--- src/rtl/alarm_pkg.sv ---
// Shared constants for the anti-theft alarm controller: state codes,
// default countdown intervals and handshake guard length.
package alarm_pkg;

  localparam int STATE_W = 3;
  localparam int VALUE_W = 4;

  typedef enum logic [STATE_W-1:0] {
    ARMED      = 3'd0,
    TRIGGERED  = 3'd1,
    SOUND      = 3'd2,
    HOLD       = 3'd3,
    DISARMED   = 3'd4,
    WAIT_OPEN  = 3'd5,
    WAIT_CLOSE = 3'd6,
    ARM_DELAY  = 3'd7
  } state_t;

  localparam logic [VALUE_W-1:0] T_ARM       = 4'd6;
  localparam logic [VALUE_W-1:0] T_DRIVER    = 4'd8;
  localparam logic [VALUE_W-1:0] T_PASSENGER = 4'd15;
  localparam logic [VALUE_W-1:0] T_ALARM     = 4'd10;

  // expired is ignored in the start cycle and the two cycles after it
  localparam logic [1:0] GUARD_LOAD = 2'd3;

endpackage

--- src/rtl/timer_handshake.sv ---
// Start-pulse generator toward the countdown timer: registers the interval,
// retries a start the timer dropped, and masks expiries during the guard window.
module timer_handshake
  import alarm_pkg::*;
(
  input  logic               clock,
  input  logic               reset,
  input  logic               request,
  input  logic [VALUE_W-1:0] request_value,
  input  logic               expired,
  output logic               start_timer,
  output logic [VALUE_W-1:0] value,
  output logic               expired_ok
);

  logic [1:0] guard_q;
  logic       retry;

  // expired during a start cycle means the timer was in DONE and dropped it
  assign retry      = start_timer & expired;
  assign expired_ok = expired & ~start_timer & (guard_q == 2'd0);

  always_ff @(posedge clock or posedge reset) begin
    if (reset) begin
      start_timer <= 1'b0;
      value       <= '0;
      guard_q     <= 2'd0;
    end else begin
      start_timer <= request | retry;
      if (request) begin
        value <= request_value;
      end
      if (request || retry) begin
        guard_q <= GUARD_LOAD;
      end else if (guard_q != 2'd0) begin
        guard_q <= guard_q - 2'd1;
      end
    end
  end

endmodule

--- src/rtl/alarm_controller.sv ---
// Main alarm state machine: watches ignition and doors, sequences the
// countdown timer and drives siren, status LED and the debug state code.
//
// state      | meaning
// ARMED      | waiting for a door to open
// TRIGGERED  | entry countdown running
// SOUND      | siren on, waiting for doors to close
// HOLD       | siren on, post-close countdown running
// DISARMED   | ignition on
// WAIT_OPEN  | ignition off, waiting for driver to leave
// WAIT_CLOSE | waiting for all doors closed
// ARM_DELAY  | arming countdown running
module alarm_controller
  import alarm_pkg::*;
(
  input  logic               clock,
  input  logic               reset,
  input  logic               ignition,
  input  logic               door_driver,
  input  logic               door_pass,
  input  logic               reprogram,
  input  logic               expired,
  input  logic               one_hz_enable,
  output logic               start_timer,
  output logic [VALUE_W-1:0] value,
  output logic               siren,
  output logic               status_led,
  output logic [STATE_W-1:0] state_display
);

  state_t             state_q;
  state_t             state_d;
  logic               req;
  logic [VALUE_W-1:0] req_value;
  logic               expired_ok;
  logic               any_door;

  assign any_door      = door_driver | door_pass;
  assign state_display = state_q;

  timer_handshake u_handshake (
    .clock         (clock),
    .reset         (reset),
    .request       (req),
    .request_value (req_value),
    .expired       (expired),
    .start_timer   (start_timer),
    .value         (value),
    .expired_ok    (expired_ok)
  );

  always_ff @(posedge clock or posedge reset) begin
    if (reset) begin
      state_q <= ARMED;
    end else begin
      state_q <= state_d;
    end
  end

  always_comb begin
    state_d   = state_q;
    req       = 1'b0;
    req_value = '0;
    if (reprogram) begin
      state_d = ARMED;
    end else if (ignition && state_q != ARMED && state_q != DISARMED) begin
      state_d = DISARMED;
    end else begin
      unique case (state_q)
        ARMED: begin
          if (any_door) begin
            state_d   = TRIGGERED;
            req       = 1'b1;
            req_value = door_driver ? T_DRIVER : T_PASSENGER;
          end
        end
        TRIGGERED: begin
          if (expired_ok) state_d = SOUND;
        end
        SOUND: begin
          if (!any_door) begin
            state_d   = HOLD;
            req       = 1'b1;
            req_value = T_ALARM;
          end
        end
        HOLD: begin
          // a reopened door wins over a coincident expiry
          if (any_door)        state_d = SOUND;
          else if (expired_ok) state_d = ARMED;
        end
        DISARMED: begin
          if (!ignition) state_d = WAIT_OPEN;
        end
        WAIT_OPEN: begin
          if (door_driver) state_d = WAIT_CLOSE;
        end
        WAIT_CLOSE: begin
          if (!any_door) begin
            state_d   = ARM_DELAY;
            req       = 1'b1;
            req_value = T_ARM;
          end
        end
        ARM_DELAY: begin
          if (any_door)        state_d = WAIT_CLOSE;
          else if (expired_ok) state_d = ARMED;
        end
        default: state_d = ARMED;
      endcase
    end
  end

  // outputs are registered from the next state so they line up with it
  always_ff @(posedge clock or posedge reset) begin
    if (reset) begin
      siren      <= 1'b0;
      status_led <= 1'b0;
    end else begin
      siren <= (state_d == SOUND) || (state_d == HOLD);
      unique case (state_d)
        ARMED:                 status_led <= one_hz_enable;
        TRIGGERED, SOUND, HOLD: status_led <= 1'b1;
        default:               status_led <= 1'b0;
      endcase
    end
  end

endmodule

--- config.mk ---
export PLATFORM = sky130hd
export DESIGN_NAME = alarm_controller
export DESIGN_NICKNAME = d
export VERILOG_FILES = /design/src/rtl/alarm_pkg.sv /design/src/rtl/timer_handshake.sv /design/src/rtl/alarm_controller.sv
export SDC_FILE = /design/constraint.sdc
export NUM_CORES = 1
export LEC_CHECK = 0
export BUFFER_PORTS_ARGS = -buffer_cell sky130_fd_sc_hd__buf_2
export CORE_MARGIN = 2
export CORE_UTILIZATION = 45
export CTS_CLUSTER_DIAMETER = 30
export DETAILED_ROUTE_END_ITERATION = 6
export PLACE_DENSITY_LB_ADDON = 0.25
export SETUP_SLACK_MARGIN = 0.4
export SYNTH_ARGS = -nofsm -noshare
export SYNTH_HDL_FRONTEND = slang
export SYNTH_HIERARCHICAL = 1
export SYNTH_SLANG_ARGS = --single-unit
export TNS_END_PERCENT = 50
--- constraint.sdc ---
create_clock -name clock -period 2.9 [get_ports clock]
set_input_delay 0.58 -clock clock [delete_from_list [all_inputs] [get_ports clock]]
set_output_delay 0.58 -clock clock [all_outputs]
set_load 0.005 [all_outputs]
==> impl_metrics.csv, run 1 <==
group,metric,value,unit
power_and_ir_drop,p_leak,0.412,nW
die,fp.dieH,42.9,µm
logic_synthesis,synth.avg_cell_area,9.86,µm²
logic_synthesis,synthTopCellsByArea,"dfrtp_1, mux2_2, nor2_1, a211oi_2, a21oi_1",
sta,final.setup.tns,0,ps
layout,drive_above_1_share,32.6,%
clocking,cts.htree.levels,1,
die,io-pin-count,18,
worst_setup_path,critPathLaunchType,"register",
sta,fin_crit,1970,ps
status,outcome,"completed",
worst_setup_path,worstPathRequired,3050,ps
logic_synthesis,seq_area_frac_synth,44.1,%
layout,diodes,0,
grt,grt_first_pass_wirelength,2010,µm
clocking,cts_resized,0,
power_and_ir_drop,finalPower,489,µW
worst_setup_path,reg2reg_from,"state_display[0]$_DFF_PP0_",
logic_synthesis,syn-num-nets,78,
detailed_routing,drc,0,
logic_synthesis,yosysTopAreaCell,"dfrtp_1",
clocking,ctsHoldBuffers,0,
layout,synthToLayoutAreaGrowth,15.3,%
logic_synthesis,synth_simple_gate_area_share,23.7,%
clocking,cts_root_buf,"clkbuf_4",
clocking,max-clock-path-buffers,2,
layout,final_cell_mix,"buf_2, dfrtp_1, nor2_1, inv_1, a21oi_1",
detailed_routing,drtPass1Iterations,2,
place,portBuffers,17,
power_and_ir_drop,peakVddDrop,0.327,mV
sta,skew,0.607,ps
logic_synthesis,synthDominantCellAreaShare,44.1,%
worst_setup_path,reg2reg_to,"u_handshake/value[1]$_DFFE_PP0P_",
logic_synthesis,synthesis.instances,69,
sta,setup_viol,0,
die,num_rows,14,
clocking,cts_made_buffers,3,
logic_synthesis,synthXorXnorAreaFrac,1.29,%
grt,grt_pass1_vias,474,
layout,fin_nets,97,
worst_setup_path,critical_path_peak_fanout,13,
logic_synthesis,synth_compound_area_share,15.6,%
place,gp_congestion,0.759,
clocking,cts_sinks,12,
worst_setup_path,cp-end-kind,"register",
die,chipWidth,42.9,µm
logic_synthesis,synthAdderAreaFrac,1.84,%
clocking,cts_setup_buffers,0,
detailed_routing,viasPerCell,5.30,
sta,rsz0062_at_grt,"false",
sta,slew_violations,0,
worst_setup_path,r2r_setup_slack,930,ps
sta,worstMarginPinSlew,449,ps
logic_synthesis,ys_ff_latch,12,
grt,antenna_found_initial,0,
logic_synthesis,synth_top_family_by_area,"simple AND/OR/NAND/NOR gates",
sta,fmax,509,MHz
detailed_routing,ant_nets,0,
grt,grt_max_degree,14,
detailed_routing,drt_iter0_drc,12,
place,hpwl,983,µm
detailed_routing,route.vias.total,541,
logic_synthesis,synthMuxAreaShare,6.62,%
layout,mostFrequentLayoutCell,"buf_2",
job,drv_cap,0,
sta,final.period_utilization,67.8,%
detailed_routing,routed_wl,1240,µm
die,coreArea,1450,µm²
sta,maxSlewHeadroom,70.0,%
clocking,clk_pin_slew,60,ps
worst_setup_path,worstSetupPathType,"reg2reg",
logic_synthesis,synth_cell_types,30,
logic_synthesis,synth_area,681,µm²
logic_synthesis,ys_warn_count,6,
worst_setup_path,arrival,2120,ps
min_path,hp-class,"in2async",
die,die_area,1840,µm²
grt,track_usage,14.9,%
detailed_routing,wl_per_cell,12.1,µm
clocking,clock_latency,260,ps
sta,hold_viol_final,0,
power_and_ir_drop,cellPowerDensity,623,nW/µm²
clocking,cts_tree,"done",
die,start_util,46.8,%
grt,grt.overflow.total,0,
worst_setup_path,reg2reg_depth,4,
cell families after synthesis:
| group | after synthesis |
|---|---|
| AOI/OAI and AO/OA | 14 |
| xor gates and xnor gates | 1 |
| DFF | 12 |
| buffers and inverters | 9 |
| and+or+nand+nor | 28 |
| muxes | 4 |
| adders and majority gates | 1 |
area by class of cell:
type,instances,area (µm²)
Multi-Input combinational cell,48,334
Tap cell,16,20.0
Inverter,6,22.5
Timing Repair Buffer,17,85.1
Fill cell,139,669
Sequential cell,12,300
Clock buffer,3,22.5
worst max-delay path by stage:
stage | from | end | cells after the start
4_1_cts | state_display[0]$_DFF_PP0_ | u_handshake/value[1]$_DFFE_PP0P_ | 4
3_5_place_dp | door_pass | u_handshake/value[0]$_DFFE_PP0P_ | 5
3_3_place_gp | door_pass | u_handshake/value[3]$_DFFE_PP0P_ | 5
2_1_floorplan | door_pass | u_handshake/value[0]$_DFFE_PP0P_ | 4
6_report | state_display[0]$_DFF_PP0_ | u_handshake/value[1]$_DFFE_PP0P_ | 4
5_1_grt | state_display[0]$_DFF_PP0_ | u_handshake/value[3]$_DFFE_PP0P_ | 5
flip-flops by register name (all words and copies together) (netlist names):
register / count
u_handshake/value: 4
state_display: 3
u_handshake/guard_q: 2
siren: 1
status_led: 1
u_handshake/start_timer: 1
per-stage QoR:
stage	std cells	setup slack (ps)	util, %	hold WS (ps)	instance area [µm²]
after floorplan	69	1080	-	359	681
after global placement	99	832	52.4	491	762
after detailed placement	99	803	52.4	493	762
after CTS	102	935	54.0	201	785
after global routing	102	824	54.0	223	785
final	102	935	54.0	208	785
power by group:
| part | internal, mW | switching [mW] | total [mW] |
|---|---|---|---|
| clock network | 0.0480 | 0.0477 | 0.0957 |
| logic | 0.0819 | 0.0746 | 0.156 |
| registers | 0.204 | 0.0326 | 0.236 |
synth_stat cells (all sizes together):
master  count
inv         6
o21ai       1
nor2b       3
a21boi      1
a21oi       5
o211a       1
ha          1
nand3       1
nand2b      1
a211oi      2
buf         3
or2         1
and2        1
and3        1
o32a        1
or3         2
nand2       3
and3b       1
xor2        1
dfrtp      12
nor4        1
nor2        7
nor3        4
o31a        1
mux2        4
nor3b       2
o21a        2
layer usage:
| layer | track usage [%] | vias up | routed length, µm |
|---|---|---|---|
| met1 | 21.4 | 254 | 640 |
| li1 | - | 272 | - |
| met3 | 1.28 | 2 | 47 |
| met2 | 20.6 | 13 | 521 |
| met5 | 0 | - | 0 |
| met4 | 11.3 | 0 | 27 |
worst max-delay path, stage by stage, from the launching register on:
cell	delay (ps)
dfrtp_1	520
o21a_1	250
or2_1	290
a211oi_2	400
mux2_2	390
Power figures use the tool's default switching activity.
==> inputs of run 2 (changes only) <==
--- a/config.mk
+++ b/config.mk
@@ -7,7 +7,7 @@
 export LEC_CHECK = 0
 export BUFFER_PORTS_ARGS = -buffer_cell sky130_fd_sc_hd__buf_2
 export CORE_MARGIN = 2
-export CORE_UTILIZATION = 45
+export CORE_UTILIZATION = 44
 export CTS_CLUSTER_DIAMETER = 30
 export DETAILED_ROUTE_END_ITERATION = 6
 export PLACE_DENSITY_LB_ADDON = 0.25
==> constraint.sdc (replaced) <==
create_clock -name clock -period 1.65 [get_ports clock]
set_input_delay 0.33 -clock clock [delete_from_list [all_inputs] [get_ports clock]]
set_output_delay 0.33 -clock clock [all_outputs]
set_load 0.005 [all_outputs]
==> impl_metrics.csv, run 2 (synthesis results as in run 1) <==
group,metric,value,unit
layout,regMostFlops,"u_handshake/value",
place,portBuffers,17,
sta,maxSlewHeadroom,73.8,%
worst_setup_path,reg2reg_to,"status_led$_DFF_PP0_",
status,outcome,"finished with violations",
sta,fin_ws,-57.0,ps
clocking,cts.htree.levels,1,
power_and_ir_drop,cellPowerDensity,1080,nW/µm²
grt,grt.overflow.total,0,
worst_setup_path,reg2reg_from,"u_handshake/guard_q[0]$_DFFE_PP0P_",
die,chipWidth,43.3,µm
die,io-pin-count,18,
power_and_ir_drop,switching_share,30.3,%
die,start_util,46.3,%
power_and_ir_drop,p_seq_share,36.1,%
grt,grt_pass1_vias,653,
sta,worstMarginPinSlew,390,ps
clocking,cts_tree,"done",
grt,grt_max_degree,13,
layout,fin_nets,114,
die,coreArea,1470,µm²
layout,final_cell_mix,"buf_2, dfrtp_1, buf_4, nor2_1, buf_6",
layout,fill_cells,128,
sta,setup_viol,2,
worst_setup_path,arrival,1910,ps
layout,final_cells,120,
worst_setup_path,r2r_setup_slack,-60,ps
sta,slew_violations,0,
sta,hold_viol_final,0,
detailed_routing,route.vias.total,625,
place,hpwl,1200,µm
worst_setup_path,critical_path_peak_fanout,2,
clocking,clock_latency,260,ps
worst_setup_path,worstSetupPathType,"reg2reg",
layout,synthToLayoutAreaGrowth,48.9,%
clocking,cts_sinks,12,
layout,mostFrequentLayoutCell,"buf_2",
power_and_ir_drop,clockPowerShare,20.3,%
min_path,hp-class,"in2reg",
power_and_ir_drop,p_sw,332,µW
min_path,hold_start,"one_hz_enable",
min_path,min_path_cells,2,
layout,regArea,300,µm²
detailed_routing,routed_wl,1610,µm
detailed_routing,drc,0,
detailed_routing,drt_iter0_drc,12,
job,drv_cap,0,
status,violations,"setup timing",
sta,fmax,586,MHz
layout,multiInputGateArea,388,µm²
grt,track_usage,20.9,%
die,die_area,1880,µm²
worst_setup_path,worstPathRequired,1850,ps
worst_setup_path,reg2reg_depth,7,
grt,antenna_found_initial,0,
detailed_routing,viasPerCell,5.21,
power_and_ir_drop,peakVddDrop,0.740,mV
die,fp.dieH,43.3,µm
layout,diodes,0,
power_and_ir_drop,p_leak,0.522,nW
sta,skew,0.605,ps
sta,final.period_utilization,103,%
sta,rsz0062_at_grt,"true",
power_and_ir_drop,pwr-share-comb,43.6,%
clocking,clk_pin_slew,70,ps
worst_setup_path,critPathLaunchType,"register",
layout,drive_above_1_share,50.0,%
clocking,cts_root_buf,"clkbuf_4",
clocking,cts_made_buffers,3,
sta,fin_crit,1710,ps
power_and_ir_drop,cell_internal_pwr,761,µW
clocking,max-clock-path-buffers,2,
worst_setup_path,cp-end-kind,"register",
die,num_rows,14,
detailed_routing,wl_per_cell,13.5,µm
place,gp_congestion,0.910,
place,dpl.cell_count,111,
detailed_routing,drtPass1Iterations,4,
grt,grt_first_pass_wirelength,2880,µm
place,place_area,875,µm²
power_and_ir_drop,finalPower,1.09,mW
layout,largest_reg_flops,4,
min_path,hold_end,"status_led$_DFF_PP0_",
layout,final_cell_area,1010,µm²
detailed_routing,ant_nets,0,
run 2: metal layers:
metal  vias up  share of wire [%]  global-route usage [%]
met4         0                2.3                    12.7
li1        306                  -                       -
met2        21                 51                    34.3
met1       294                 42                    24.1
met3         4                4.6                    5.83
met5         -                  0                       0
run 2: per-stage QoR:
step | setup TNS (ps) | utilization, % | hold slack (ps) | setup slack, ps
6_report | -58.8 | 68.9 | 299 | -57.0
5_1_grt | -515 | 68.9 | 304 | -145
4_1_cts | -79.0 | 68.6 | 292 | -57.8
3_5_place_dp | -440 | 59.4 | 245 | -105
3_3_place_gp | -291 | 59.4 | 238 | -79.5
2_1_floorplan | -215 | - | 109 | -58.0
run 2: cell type report:
type	instances	area share (%)
Multi-Input combinational cell	48	38.3
Sequential cell	12	29.6
Timing Repair Buffer	34	24.3
Clock buffer	4	3.58
Inverter	6	2.22
Tap cell	16	1.98
run 2: worst max-delay path by stage:
stage	start	end	slack, ps	depth (start not counted)
2_1_floorplan	state_display[2]$_DFF_PP0_	u_handshake/value[0]$_DFFE_PP0P_	-60	4
3_3_place_gp	door_pass	u_handshake/value[3]$_DFFE_PP0P_	-80	5
3_5_place_dp	door_pass	u_handshake/value[2]$_DFFE_PP0P_	-110	5
4_1_cts	u_handshake/guard_q[0]$_DFFE_PP0P_	status_led$_DFF_PP0_	-60	7
5_1_grt	u_handshake/guard_q[0]$_DFFE_PP0P_	status_led$_DFF_PP0_	-140	9
6_report	u_handshake/guard_q[0]$_DFFE_PP0P_	status_led$_DFF_PP0_	-60	7
run 2: power by group through the flow:
stage / Sequential, mW / Combinational [mW] / Clock [mW]
after floorplan: 0.400 / 0.241 / 0
after global placement: 0.392 / 0.382 / 0
after detailed placement: 0.396 / 0.390 / 0
after CTS: 0.395 / 0.465 / 0.230
after global routing: 0.407 / 0.521 / 0.242
final: 0.395 / 0.477 / 0.221
run 2: critical path, stage by stage (launching register included):
cell      delay, ps
dfrtp_1         350
inv_1            50
ha_2            180
and3b_2         220
o211a_1         200
o32a_1          330
a211oi_2        180
o31a_1          140
run 2: repair_timing:
action / in CTS / in global routing
pin swaps: 3 / 3
setup buffers: 4 / 0
hold buffers: 1 / 0
gates resized for setup: 13 / 2
setup endpoints to repair: 14 / 14
endpoints found under the hold margin: 12 / 0
